$ cat config.mk
export PLATFORM = sky130hd
export DESIGN_NAME = instr_prefetch_queue
export DESIGN_NICKNAME = d
export VERILOG_FILES = /design/src/rtl/instr_prefetch_queue.sv
export SDC_FILE = /design/constraint.sdc
export NUM_CORES = 1
export LEC_CHECK = 0
export ABC_AREA = 1
export CAP_MARGIN = 20
export CELL_PAD_IN_SITES_DETAIL_PLACEMENT = 0
export CELL_PAD_IN_SITES_GLOBAL_PLACEMENT = 1
export CORE_ASPECT_RATIO = 0.8
export CORE_MARGIN = 2
export CORE_UTILIZATION = 39
export CTS_CLUSTER_DIAMETER = 200
export CTS_CLUSTER_SIZE = 12
export DETAILED_ROUTE_END_ITERATION = 10
export PLACE_DENSITY = 0.79
export SYNTH_ARGS = -nofsm -noshare
export SYNTH_HDL_FRONTEND = slang
export SYNTH_SLANG_ARGS = --single-unit
$ cat constraint.sdc
create_clock -name clk1 -period 3.2 [get_ports clk1]
set_input_delay 0.32 -clock clk1 [delete_from_list [all_inputs] [get_ports clk1]]
set_output_delay 0.32 -clock clk1 [all_outputs]
set_load 0.05 [all_outputs]
$ cat src/rtl/instr_prefetch_queue.sv
// instr_prefetch_queue
//   Fetch front end for the IF/ID register. Issues word-addressed reads to an
//   in-order, variable-latency instruction memory. Returned words are buffered
//   in a FIFO and presented to decode together with their NPC (PC+1).
//   Handles branch redirects, load-use stalls and stops fetching after HLT.
//
// Ports
//   clk1, rst            clock; synchronous active-high reset
//   imem_req_*           read request (valid/ready, word address)
//   imem_rsp_*           read response, in request order
//   redirect_valid/pc    taken branch: flush and refetch from redirect_pc
//   stall                hold the head entry
//   if_valid/ir/npc      head entry for decode
//   halt_seen            HLT has been enqueued; fetching stopped
//   fifo_count           occupied FIFO entries
//
// Optional build macro FETCH_STATS_EN adds stat_fetched, stat_discarded and
// stat_stall_cyc free-running counters.
module instr_prefetch_queue #(
  parameter int             AW       = 10,
  parameter int             DEPTH    = 4,
  parameter int             MAX_OUT  = 2,
  parameter logic [AW-1:0]  RESET_PC = '0
) (
  input  logic                       clk1,
  input  logic                       rst,
  output logic                       imem_req_valid,
  input  logic                       imem_req_ready,
  output logic [AW-1:0]              imem_req_addr,
  input  logic                       imem_rsp_valid,
  input  logic [31:0]                imem_rsp_data,
  input  logic                       redirect_valid,
  input  logic [AW-1:0]              redirect_pc,
  input  logic                       stall,
  output logic                       if_valid,
  output logic [31:0]                if_ir,
  output logic [31:0]                if_npc,
  output logic                       halt_seen,
  output logic [$clog2(DEPTH):0]     fifo_count
`ifdef FETCH_STATS_EN
  ,
  output logic [31:0]                stat_fetched,
  output logic [31:0]                stat_discarded,
  output logic [31:0]                stat_stall_cyc
`endif
);

  localparam int PW = $clog2(DEPTH) + 1;  // pointer width, extra MSB for full/empty
  localparam int IW = PW - 1;             // storage index width
  localparam int CW = 2;                  // in-flight counters, MAX_OUT <= 3
  localparam logic [5:0] OP_HLT = 6'b111111;

  typedef struct packed {
    logic [31:0]   ir;
    logic [AW-1:0] pc;
  } ent_t;

  ent_t            fifo [DEPTH];
  ent_t            head;
  logic [PW-1:0]   wptr, rptr, count;
  logic [AW-1:0]   fetch_pc;
  logic [AW-1:0]   rsp_pc;       // PC of the next response that will be kept
  logic [CW-1:0]   outstanding;  // in-flight requests whose data will be kept
  logic [CW-1:0]   discard;      // in-flight requests whose data will be dropped
  logic [CW-1:0]   out_nxt, dis_nxt;
  logic            halt_q;
  logic            empty, full, req_fire, drop, push, pop, is_hlt;
  logic [PW:0]     occ;
  logic [CW:0]     infl;

  assign count = wptr - rptr;
  assign empty = (wptr == rptr);
  assign full  = (wptr[IW] != rptr[IW]) && (wptr[IW-1:0] == rptr[IW-1:0]);
  // FIFO space is reserved for every kept request still in flight.
  assign occ   = (PW+1)'(count) + (PW+1)'(outstanding);
  // Dropped requests still occupy the memory pipe, so they count toward MAX_OUT.
  assign infl  = (CW+1)'(outstanding) + (CW+1)'(discard);

  assign imem_req_valid = !rst && !redirect_valid && !halt_q
                          && (infl < (CW+1)'(MAX_OUT)) && (occ < (PW+1)'(DEPTH));
  assign imem_req_addr  = rst ? RESET_PC : fetch_pc;
  assign req_fire       = imem_req_valid && imem_req_ready;

  assign drop   = imem_rsp_valid && !redirect_valid && (discard != '0);
  assign push   = imem_rsp_valid && !rst && !redirect_valid && (discard == '0);
  assign is_hlt = (imem_rsp_data[31:26] == OP_HLT);
  assign pop    = !empty && !stall && !redirect_valid;

  always_comb begin
    out_nxt = outstanding;
    dis_nxt = discard;
    if (redirect_valid) begin
      // Everything in flight becomes garbage; a response arriving now is
      // consumed from that total whichever counter it belonged to.
      out_nxt = '0;
      dis_nxt = discard + outstanding - CW'(imem_rsp_valid);
    end else if (push && is_hlt) begin
      // discard is zero whenever a push happens; younger requests, including
      // one accepted this very cycle, are all dropped.
      out_nxt = '0;
      dis_nxt = outstanding - 1'b1 + CW'(req_fire);
    end else begin
      out_nxt = outstanding + CW'(req_fire) - CW'(push);
      dis_nxt = discard - CW'(drop);
    end
  end

  always_ff @(posedge clk1) begin
    if (rst) begin
      fetch_pc    <= RESET_PC;
      rsp_pc      <= RESET_PC;
      outstanding <= '0;
      discard     <= '0;
      halt_q      <= 1'b0;
      wptr        <= '0;
      rptr        <= '0;
    end else begin
      outstanding <= out_nxt;
      discard     <= dis_nxt;
      if (redirect_valid) begin
        fetch_pc <= redirect_pc;
        rsp_pc   <= redirect_pc;
        halt_q   <= 1'b0;
        wptr     <= '0;
        rptr     <= '0;
      end else begin
        if (req_fire) fetch_pc <= fetch_pc + 1'b1;
        if (push) begin
          rsp_pc <= rsp_pc + 1'b1;
          wptr   <= wptr + 1'b1;
          if (is_hlt) halt_q <= 1'b1;
        end
        if (pop) rptr <= rptr + 1'b1;
      end
    end
  end

  always_ff @(posedge clk1) begin
    if (push) fifo[wptr[IW-1:0]] <= '{ir: imem_rsp_data, pc: rsp_pc};
  end

  assign head       = fifo[rptr[IW-1:0]];
  assign if_valid   = !rst && !empty;
  assign if_ir      = if_valid ? head.ir : '0;
  assign if_npc     = if_valid ? (32'(head.pc) + 32'd1) : '0;
  assign halt_seen  = halt_q && !rst;
  assign fifo_count = rst ? '0 : count;

  always_ff @(posedge clk1) begin
    if (!rst) begin
      assert (infl <= (CW+1)'(MAX_OUT));
      assert (!(push && full));
    end
  end

`ifdef FETCH_STATS_EN
  logic [31:0] fetched_q, discarded_q, stall_q;
  logic        rsp_drop;

  // A response landing in a redirect cycle is dropped as well.
  assign rsp_drop = imem_rsp_valid && (redirect_valid || (discard != '0));

  always_ff @(posedge clk1) begin
    if (rst) begin
      fetched_q   <= '0;
      discarded_q <= '0;
      stall_q     <= '0;
    end else begin
      if (push)              fetched_q   <= fetched_q + 32'd1;
      if (rsp_drop)          discarded_q <= discarded_q + 32'd1;
      if (if_valid && stall) stall_q     <= stall_q + 32'd1;
    end
  end

  assign stat_fetched   = fetched_q;
  assign stat_discarded = discarded_q;
  assign stat_stall_cyc = stall_q;
`endif

endmodule

==> results.json, run 1 <==
{
  "floorplan.core_area_sq_um": 23200,
  "grt_first_pass_wirelength_microns": 32300,
  "areaGrowthSynthToFinish_pct": 25.2,
  "global_route.overflow_total": 0,
  "floorplan.die_area_sq_um": 24700,
  "yosys.area.top_type_share": 0.553,
  "vias": 6380,
  "synth.ff_latch_count": 201,
  "leakage_nw": 4.21,
  "p_sw_mw": 1.39,
  "power_switching_share": 0.245,
  "finalWorstPathRequiredPeriod_ns": 3.02,
  "die_height_microns": 141,
  "peak_supply_drop_mv": 0.294,
  "clk_pin_slew_worst_paths_ns": 0.06,
  "antennaDiodeCount": 0,
  "fraction_of_layout_cells_with_a_size_suffix_above_1": 0.116,
  "cp_slowest_cell": "clkdlybuf4s50_1",
  "yosys_most_used_dff": "edfxtp_1",
  "path_cells": "inv_1, ha_1, inv_1, fa_1, nand2_1, nand2_1, nor2_1, clkdlybuf4s50_1",
  "clk-insertion-delay-late_ns": 0.50,
  "route.antenna.remaining_nets": 0,
  "finalSetupTns_ns": 0,
  "netlist_instances": 898,
  "clock-skew-final_ns": 0.0230,
  "numClockSinks": 201,
  "post-synth-top-area-cell": "edfxtp_1",
  "drt_iter0_drcs": 385,
  "outcome": "complete, no violations",
  "synth_enable_flop_cells": 168,
  "synthArstFlopShare": 0,
  "num_io_pins": 128,
  "critical_path_required_ns": 2.88,
  "fillers": 2069,
  "internal-power_mw": 4.27,
  "syn_area_per_cell_sq_um": 10.2,
  "worst-setup-path-type": "reg2out",
  "cts_max_path_buffers": 3,
  "final_count_of_hold_timing_violations": 0,
  "drv_slew": 0,
  "worstPathMaxFanout": 5,
  "slew_headroom": 0.618,
  "pwr-share-clk": 0.362,
  "max-cap-violations": 0,
  "tritoncts": "yes",
  "drt-wirelength-per-cell_microns": 15.5,
  "groute.layer.met2.usage": 0.264,
  "number_of_instances_in_the_placed_design": 1294,
  "cts_inserted_buffers": 20,
  "globalRoute.busiestLayer": "met2",
  "worst_hold_path_type": "in2reg",
  "share_comb_of_total_power": 0.121,
  "non_filler_instances": 1321,
  "fmax_mhz": 331,
  "power.density_nw_per_um2": 495,
  "layout_worst_path_cycle_share": 0.945,
  "rsz_0062_raised_after_global_routing": "no",
  "layout_commonest_cell": "nor2_1",
  "cp.arrival_ns": 2.70,
  "antenna_found_initial": 0,
  "ys_top_cells_by_area": "edfxtp_1, nor2_1, dfxtp_1",
  "grt.met1_usage": 0.238,
  "setup_viol": 0,
  "io_buffers": 106,
  "first_pass_iteration_count_of_the_detailed_router": 6,
  "routabilityCongestion": 0.807,
  "nature_of_the_critical_path_endpoint": "output port",
  "fp.dieW_microns": 175,
  "syn_area_sq_um": 9130,
  "grt_start_max_net_pins": 49,
  "yosys_warnings": 0,
  "seq_power_share": 0.517,
  "num_rows": 50,
  "nets": 1072,
  "largest_stage_delay_on_the_critical_path_ns": 0.82,
  "detailedPlacementHpwl_microns": 12900,
  "use_met3": 0.0297,
  "yosys.cell_types.count": 40,
  "via_per_inst": 4.83,
  "ctsRootBufferMaster": "clkbuf_16",
  "initial_utilization": 0.393,
  "commonest_cells_after_routing_fill_and_taps_aside": "nor2_1, edfxtp_1, nand2_1, o21ai_0, clkdlybuf4s50_1",
  "tightestPinTransition_ns": 0.573,
  "multiInputGateArea_sq_um": 2920,
  "synth.yosys.seq_area_share": 0.625,
  "grt.total_usage": 0.166,
  "crit_path_start_kind": "flop",
  "clock_tree.htree_level_count": 1,
  "route.detailed.drc": 0,
  "seq_area_sq_um": 5710,
  "wl_microns": 20400,
  "number_of_global_route_vias_before_repair": 6140
}
==> power groups by stage <==
| stage | Combinational, mW | Clock, mW | Sequential, mW |
|---|---|---|---|
| after global routing | 0.742 | 2.19 | 2.93 |
| after detailed placement | 0.687 | 0 | 2.98 |
| after global placement | 0.682 | 0 | 2.98 |
| final | 0.685 | 2.05 | 2.93 |
| after floorplan | 0.427 | 0 | 2.97 |
| after CTS | 0.690 | 2.11 | 2.93 |
==> metrics by stage <==
step | total power [mW] | setup WS, ns | util | cell area [sq um] | hold slack (ns)
finish | 5.66 | 0.177 | 0.492 | 11400 | 0.449
global route | 5.87 | 0.00480 | 0.492 | 11400 | 0.452
CTS | 5.73 | 0.0899 | 0.492 | 11400 | 0.432
detailed placement | 3.67 | 0.303 | 0.469 | 10900 | 0.484
global placement | 3.66 | 0.376 | 0.469 | 10900 | 0.461
floorplan | 3.40 | 0.126 | - | 9200 | 0.419
==> final cells by class <==
| class | instances | share of cell area |
|---|---|---|
| timing repair buffer | 124 | 0.144 |
| tap | 312 | 0.0342 |
| clock buffer | 25 | 0.0454 |
| multi-input combinational | 597 | 0.256 |
| sequential | 201 | 0.500 |
| inverter | 60 | 0.0197 |
| clock inverter | 2 | 0.00186 |
==> cells in the mapped netlist, types with 4 or more instances <==
master	n
nor2_2	4
nand3_2	5
nand2_1	122
buf_2	14
ha_1	18
nand3_1	37
buf_6	6
o21ai_0	92
inv_2	6
inv_1	53
nand4_1	4
o211ai_1	5
nor2_1	193
dfxtp_1	33
xor2_1	4
clkbuf_1	13
a21oi_1	60
xnor2_1	4
buf_4	25
nand2_2	4
edfxtp_1	168
==> worst paths after layout <==
path	startpoint	to	slack (ns)	depth (start not counted)
setup reg to reg	wptr[0]	outstanding[1]	0.27	14
setup / recovery	wptr[0]	fifo_count[2]	0.18	8
hold / removal	imem_rsp_data[5]	fifo[1][15]	0.45	1
hold reg to reg	wptr[2]	wptr[2]	0.49	1
==> sequential cells by signal (all words and copies together), names as in the netlist, named ones only <==
register	count
halt_q	1
rptr	3
rsp_pc	10
fifo	168
outstanding	2
discard	2
fetch_pc	10
wptr	3
==> critical path: cells and delay by family, from the launching register on <==
family                     cells  cell delay, ns
adders and majority gates      2            0.54
buffers and inverters          3            1.03
DFF                            1            0.33
and+or+nand+nor                3            0.32
==> what timing repair did <==
| item | CTS | global route |
|---|---|---|
| gates resized for setup | 0 | 2 |
| hold buffers | 0 | 0 |
| setup buffers | 0 | 0 |
| hold endpoints to repair | 0 | 0 |
| endpoints found under the setup margin | 0 | 2 |
==> cell families (layout without fill, tap and decap cells) <==
| group | Yosys count | after routing | synth area share |
|---|---|---|---|
| buffers and inverters | 120 | 211 | 0.0665 |
| other | 1 | 21 | 0.000411 |
| adders and majority gates | 20 | 20 | 0.0291 |
| and+or+nand+nor | 382 | 382 | 0.177 |
| DFF | 201 | 201 | 0.625 |
| xor gates and xnor gates | 8 | 8 | 0.00768 |
| AOI/OAI and AO/OA | 166 | 166 | 0.0940 |
==> layer usage <==
| layer | up-vias | share of wire |
|---|---|---|
| met2 | 162 | 0.45 |
| met4 | 0 | 0.020 |
| met3 | 34 | 0.050 |
| met1 | 2977 | 0.48 |
| met5 | - | 0 |
| li1 | 3207 | - |
(Power assumes the default switching activity.)
==> inputs of run 2 (changes only) <==
--- a/config.mk
+++ b/config.mk
@@ -16,6 +16,7 @@
 export CTS_CLUSTER_SIZE = 12
 export DETAILED_ROUTE_END_ITERATION = 10
 export PLACE_DENSITY = 0.79
+export RECOVER_POWER = 25
 export SYNTH_ARGS = -nofsm -noshare
 export SYNTH_HDL_FRONTEND = slang
 export SYNTH_SLANG_ARGS = --single-unit
==> run 2 against run 1 <==
  * Non-clock buffer count stayed put
  * First-iteration DRC count up 1.6%
  * Worst setup slack about the same
  * Combinational power decreased by 0.9%
  * Register-to-register slack hardly changed
  * Critical path type unchanged
==> results.json, run 2 (synthesis results as in run 1) <==
{
  "largest_stage_delay_on_the_critical_path_ns": 0.82,
  "die_height_microns": 141,
  "numClockSinks": 201,
  "path_cells": "inv_1, ha_1, inv_1, fa_1, nand2_1, nand2_1, nor2_1, clkdlybuf4s50_1",
  "post_cts_buffers": 0,
  "detailedPlacementHpwl_microns": 12900,
  "cp_slowest_cell": "clkdlybuf4s50_1",
  "via_per_inst": 4.83,
  "finalSetupTns_ns": 0,
  "peak_supply_drop_mv": 0.294,
  "crit_path_start_kind": "flop",
  "multiInputGateArea_sq_um": 2920,
  "antennaDiodeCount": 0,
  "route.antenna.remaining_nets": 0,
  "initial_utilization": 0.393,
  "grt.total_usage": 0.166,
  "drv_slew": 0,
  "fillers": 2069,
  "tightestPinTransition_ns": 0.573,
  "commonest_cells_after_routing_fill_and_taps_aside": "nor2_1, edfxtp_1, nand2_1, o21ai_0, a21oi_1",
  "fp.dieW_microns": 175,
  "ctsHoldBuffers": 0,
  "timing.hold.worst_endpoint": "rsp_pc[7]",
  "timing.critical_path.max_delay_family": "buffers and inverters",
  "wl_microns": 20400,
  "placed_area_sq_um": 10900,
  "fraction_of_layout_cells_with_a_size_suffix_above_1": 0.116,
  "drt-wirelength-per-cell_microns": 15.5,
  "vias": 6376,
  "slew_headroom": 0.618,
  "clk-insertion-delay-late_ns": 0.50,
  "worstPathBufferInverterCount": 3,
  "number_of_global_route_vias_before_repair": 6140,
  "seq_area_sq_um": 5710,
  "r2r.worst_path.cells": 14,
  "nature_of_the_critical_path_endpoint": "output port",
  "fmax_mhz": 331,
  "tritoncts": "yes",
  "first_pass_iteration_count_of_the_detailed_router": 6,
  "postLayoutCellArea_sq_um": 11400,
  "cts_max_path_buffers": 3,
  "max-cap-violations": 0,
  "max_reg_flops": 168,
  "reg2reg_setup_slack_ns": 0.27,
  "routabilityCongestion": 0.807,
  "floorplan.core_area_sq_um": 23200,
  "clock-skew-final_ns": 0.0227,
  "worst-setup-path-type": "reg2out",
  "power.density_nw_per_um2": 495,
  "io_buffers": 106,
  "timing.rr.end": "outstanding[1]",
  "regToRegStartpoint": "wptr[0]",
  "final_count_of_hold_timing_violations": 0,
  "cp.arrival_ns": 2.70,
  "areaGrowthSynthToFinish_pct": 25.2,
  "outcome": "complete, no violations",
  "nets": 1072,
  "setup_viol": 0,
  "worstHoldPathCells": 3,
  "total_power_mw": 5.65,
  "floorplan.die_area_sq_um": 24700,
  "ctsRootBufferMaster": "clkbuf_16",
  "worst_hold_path_type": "in2reg",
  "leakage_nw": 4.22,
  "route.detailed.drc": 0,
  "layout_worst_path_cycle_share": 0.945,
  "clock_tree.htree_level_count": 1,
  "rsz_0062_raised_after_global_routing": "no",
  "antenna_found_initial": 0,
  "worstPathMaxFanout": 5,
  "num_rows": 50,
  "drt_iter0_drcs": 391,
  "cts_inserted_buffers": 20,
  "finalWorstPathRequiredPeriod_ns": 3.02,
  "critical_path_required_ns": 2.88,
  "num_io_pins": 128,
  "clk_pin_slew_worst_paths_ns": 0.06,
  "hold_path_start": "redirect_pc[7]",
  "layout_commonest_cell": "nor2_1",
  "global_route.overflow_total": 0,
  "grt_first_pass_wirelength_microns": 32300,
  "grt_start_max_net_pins": 49
}
==> run 2: cell types whose count changed in the layout (fill, tap and decap cells not counted) <==
cell / change
clkdlybuf4s50_1: -28
dlygate4sd3_1: +28
==> run 2: power by group <==
part	internal, mW	switching [mW]
Clock	1.13	0.914
Combinational	0.245	0.434
Sequential	2.89	0.0405
Total	4.27	1.39
==> run 2: worst max path at each step <==
stage                           to  slack, ns  cells after the start  startpoint
floorplan                  wptr[2]       0.13                      7  discard[1]
global placement    outstanding[1]       0.38                     14     wptr[0]
detailed placement  outstanding[1]       0.30                     14     wptr[0]
CTS                     if_npc[10]       0.09                     11        flop
global route             if_npc[3]      0.005                      8     wptr[0]
finish               fifo_count[2]       0.18                      8     wptr[0]
==> run 2: metrics by stage <==
stage | worst slack (ns) | cells | utilization | hold slack (ns)
floorplan | 0.126 | 918 | - | 0.419
global placement | 0.376 | 1294 | 0.469 | 0.461
detailed placement | 0.303 | 1294 | 0.469 | 0.484
CTS | 0.0899 | 1321 | 0.492 | 0.432
global route | 0.00480 | 1321 | 0.492 | 0.466
finish | 0.177 | 1321 | 0.492 | 0.465
==> run 2: layout make-up <==
class / count / share of cell area
multi-input cells: 597 / 0.256
inverters: 60 / 0.0197
clock inverters: 2 / 0.00186
clock buffers: 25 / 0.0454
repair buffers: 124 / 0.144
flip-flops and latches: 201 / 0.500
well taps: 312 / 0.0342
==> run 2: timing repair <==
| item | CTS | global route |
|---|---|---|
| gates resized for setup | 0 | 2 |
| setup endpoints to repair | 0 | 2 |
| hold endpoints to repair | 0 | 0 |
==> run 2: worst register-to-register path: stages, from the launching register on <==
cell and delay [ns]:
dfxtp_1 0.36, inv_1 0.12, ha_1 0.21, inv_1 0.06, fa_1 0.45, ha_1 0.29
nand2_1 0.07, nor2_1 0.06, nor2_4 0.13, nand3_4 0.15, ha_1 0.32, inv_1 0.04
ha_1 0.18, or2_2 0.29, a21oi_1 0.12
==> run 2: layer usage <==
| layer | part of all wire | vias to the layer above | track usage |
|---|---|---|---|
| li1 | - | 3208 | - |
| met1 | 0.48 | 2973 | 0.238 |
| met2 | 0.45 | 161 | 0.264 |
| met3 | 0.050 | 34 | 0.0297 |
| met4 | 0.020 | 0 | 0.0421 |
| met5 | 0 | - | 0 |
==> inputs of run 3 (changes only) <==
--- a/config.mk
+++ b/config.mk
@@ -10,13 +10,13 @@
 export CELL_PAD_IN_SITES_DETAIL_PLACEMENT = 0
 export CELL_PAD_IN_SITES_GLOBAL_PLACEMENT = 1
 export CORE_ASPECT_RATIO = 0.8
-export CORE_MARGIN = 2
-export CORE_UTILIZATION = 39
+export CORE_UTILIZATION = 46
 export CTS_CLUSTER_DIAMETER = 200
 export CTS_CLUSTER_SIZE = 12
 export DETAILED_ROUTE_END_ITERATION = 10
-export PLACE_DENSITY = 0.79
+export PLACE_DENSITY = 0.87
 export RECOVER_POWER = 25
 export SYNTH_ARGS = -nofsm -noshare
 export SYNTH_HDL_FRONTEND = slang
 export SYNTH_SLANG_ARGS = --single-unit
+export TNS_END_PERCENT = 1
==> constraint.sdc (replaced) <==
create_clock -name clk1 -period 3.7 [get_ports clk1]
set_input_delay 0.37 -clock clk1 [delete_from_list [all_inputs] [get_ports clk1]]
set_output_delay 0.37 -clock clk1 [all_outputs]
set_load 0.05 [all_outputs]
==> run 3 against run 2 <==
  * Combinational power fell by 16%
  * Critical path depth rose by 3
  * Routed wire length fell by 3.8%
  * Non-clock buffer count fell by 5
  * Global-route usage rose by 2.6 points
  * Worst setup slack improved by 0.28 ns
  * Clock power fell by 10%
  * Sequential cell count did not move
  * Largest cell class unchanged
  * Highest routed layer is now met5
==> results.json, run 3 (synthesis results as in run 1) <==
{
  "rsz_0062_raised_after_global_routing": "no",
  "crit_path_start_kind": "flop",
  "power.density_nw_per_um2": 437,
  "layout_commonest_cell": "nor2_1",
  "first_pass_iteration_count_of_the_detailed_router": 5,
  "ctsHoldBuffers": 0,
  "routabilityCongestion": 0.791,
  "slew_headroom": 0.391,
  "max_reg_flops": 168,
  "numClockSinks": 201,
  "number_of_global_route_vias_before_repair": 5971,
  "floorplan.die_area_sq_um": 20400,
  "setup_viol": 0,
  "initial_utilization": 0.475,
  "cts_inserted_buffers": 20,
  "drt-wirelength-per-cell_microns": 15.5,
  "nets": 1067,
  "floorplan.core_area_sq_um": 19200,
  "post_cts_buffers": 0,
  "nature_of_the_critical_path_endpoint": "output port",
  "cts_resized": 0,
  "via_per_inst": 5.08,
  "cp.arrival_ns": 2.87,
  "critical_path_required_ns": 3.33,
  "clk-insertion-delay-late_ns": 0.48,
  "num_io_pins": 128,
  "grt.total_usage": 0.193,
  "fraction_of_layout_cells_with_a_size_suffix_above_1": 0.111,
  "p_sw_mw": 1.18,
  "clk_pin_slew_worst_paths_ns": 0.06,
  "seq_power_share": 0.512,
  "io_buffers": 106,
  "cts_max_path_buffers": 3,
  "worst-setup-path-type": "reg2out",
  "finish.utilization": 0.589,
  "die_height_microns": 128,
  "peak_supply_drop_mv": 0.285,
  "vias": 6460,
  "finalWorstPathRequiredPeriod_ns": 3.24,
  "postLayoutSetupSlackWorst_ns": 0.458,
  "power_switching_share": 0.240,
  "grt_first_pass_wirelength_microns": 31200,
  "layout_worst_path_cycle_share": 0.876,
  "fmax_mhz": 308,
  "non_filler_instances": 1272,
  "fp.dieW_microns": 159,
  "antenna_found_initial": 2,
  "commonest_cells_after_routing_fill_and_taps_aside": "nor2_1, edfxtp_1, nand2_1, o21ai_0, a21oi_1",
  "worst_hold_path_type": "reg2reg",
  "max-cap-violations": 0,
  "num_rows": 45,
  "drt_iter0_drcs": 418,
  "leakage_nw": 4.19,
  "outcome": "complete, no violations",
  "place_ws_ns": 0.846,
  "route.antenna.remaining_nets": 0,
  "internal-power_mw": 3.75,
  "clock-skew-final_ns": 0.00748,
  "pwr-share-clk": 0.372,
  "drv_slew": 0,
  "clock_tree.htree_level_count": 1,
  "tritoncts": "yes",
  "areaGrowthSynthToFinish_pct": 23.9,
  "share_comb_of_total_power": 0.116,
  "grt_start_max_net_pins": 84,
  "number_of_instances_in_the_placed_design": 1235,
  "wl_microns": 19700,
  "finalSetupTns_ns": 0,
  "ctsRootBufferMaster": "clkbuf_16",
  "global_route.overflow_total": 0,
  "worstPathMaxFanout": 83,
  "tightestPinTransition_ns": 0.914,
  "detailedPlacementHpwl_microns": 11900,
  "route.detailed.drc": 0,
  "final_count_of_hold_timing_violations": 0
}
==> run 3: changes by cell type in the layout (fill, tap and decap cells not counted) <==
cell,before,now
clkbuf_1,5,14
buf_12,44,40
buf_6,2,0
buf_4,17,18
clkbuf_16,20,21
clkdlybuf4s50_1,33,34
clkinv_8,1,0
diode_2,0,1
dlygate4sd3_1,28,27
==> run 3: critical path, stage by stage, from the launching register on <==
cell,delay (ns)
dfxtp_2,0.33
buf_4,0.70
nand2_1,0.11
nand2_1,0.09
a21oi_1,0.05
nor2_2,0.21
ha_1,0.25
nand2_2,0.10
nor2_1,0.09
nand2_1,0.07
nor2_1,0.20
buf_12,0.17
==> run 3: power by group through the flow <==
stage	logic [mW]	registers [mW]	clock network, mW
finish	0.572	2.53	1.84
global route	0.621	2.53	1.96
CTS	0.582	2.53	1.87
detailed placement	0.580	2.58	0
global placement	0.576	2.57	0
floorplan	0.369	2.57	0
==> run 3: routing by layer <==
layer,vias to the layer above,global-route usage,share of wire
met4,2,0.0430,0.015
li1,3206,-,-
met2,190,0.324,0.47
met5,-,0,0.00041
met1,3031,0.259,0.44
met3,31,0.0385,0.067
==> run 3: stage by stage <==
stage	power (mW)	hold WS (ns)	cell area [sq um]
final	4.94	0.484	11300
after global routing	5.11	0.509	11300
after CTS	4.98	0.487	11300
after detailed placement	3.16	0.473	10700
after global placement	3.15	0.461	10700
after floorplan	2.94	0.443	9200
==> run 3: area by class of cell <==
| cell class | instances | area (sq um) |
|---|---|---|
| clock buffer | 35 | 578 |
| multi-input combinational | 597 | 2920 |
| fill | 1606 | 7890 |
| inverter | 60 | 225 |
| sequential | 201 | 5710 |
| clock inverter | 1 | 5.00 |
| tap | 258 | 323 |
| timing repair buffer | 119 | 1550 |
| antenna | 1 | 2.50 |
==> run 3: path summary, 6_finish.rpt <==
path | startpoint | to | slack, ns | cells past startpoint
setup reg to reg | wptr[0] | outstanding[1] | 0.85 | 14
hold reg to reg | wptr[2] | wptr[2] | 0.48 | 1
setup / recovery | flop | if_npc[10] | 0.46 | 11
hold / removal | wptr[2] | wptr[2] | 0.48 | 1
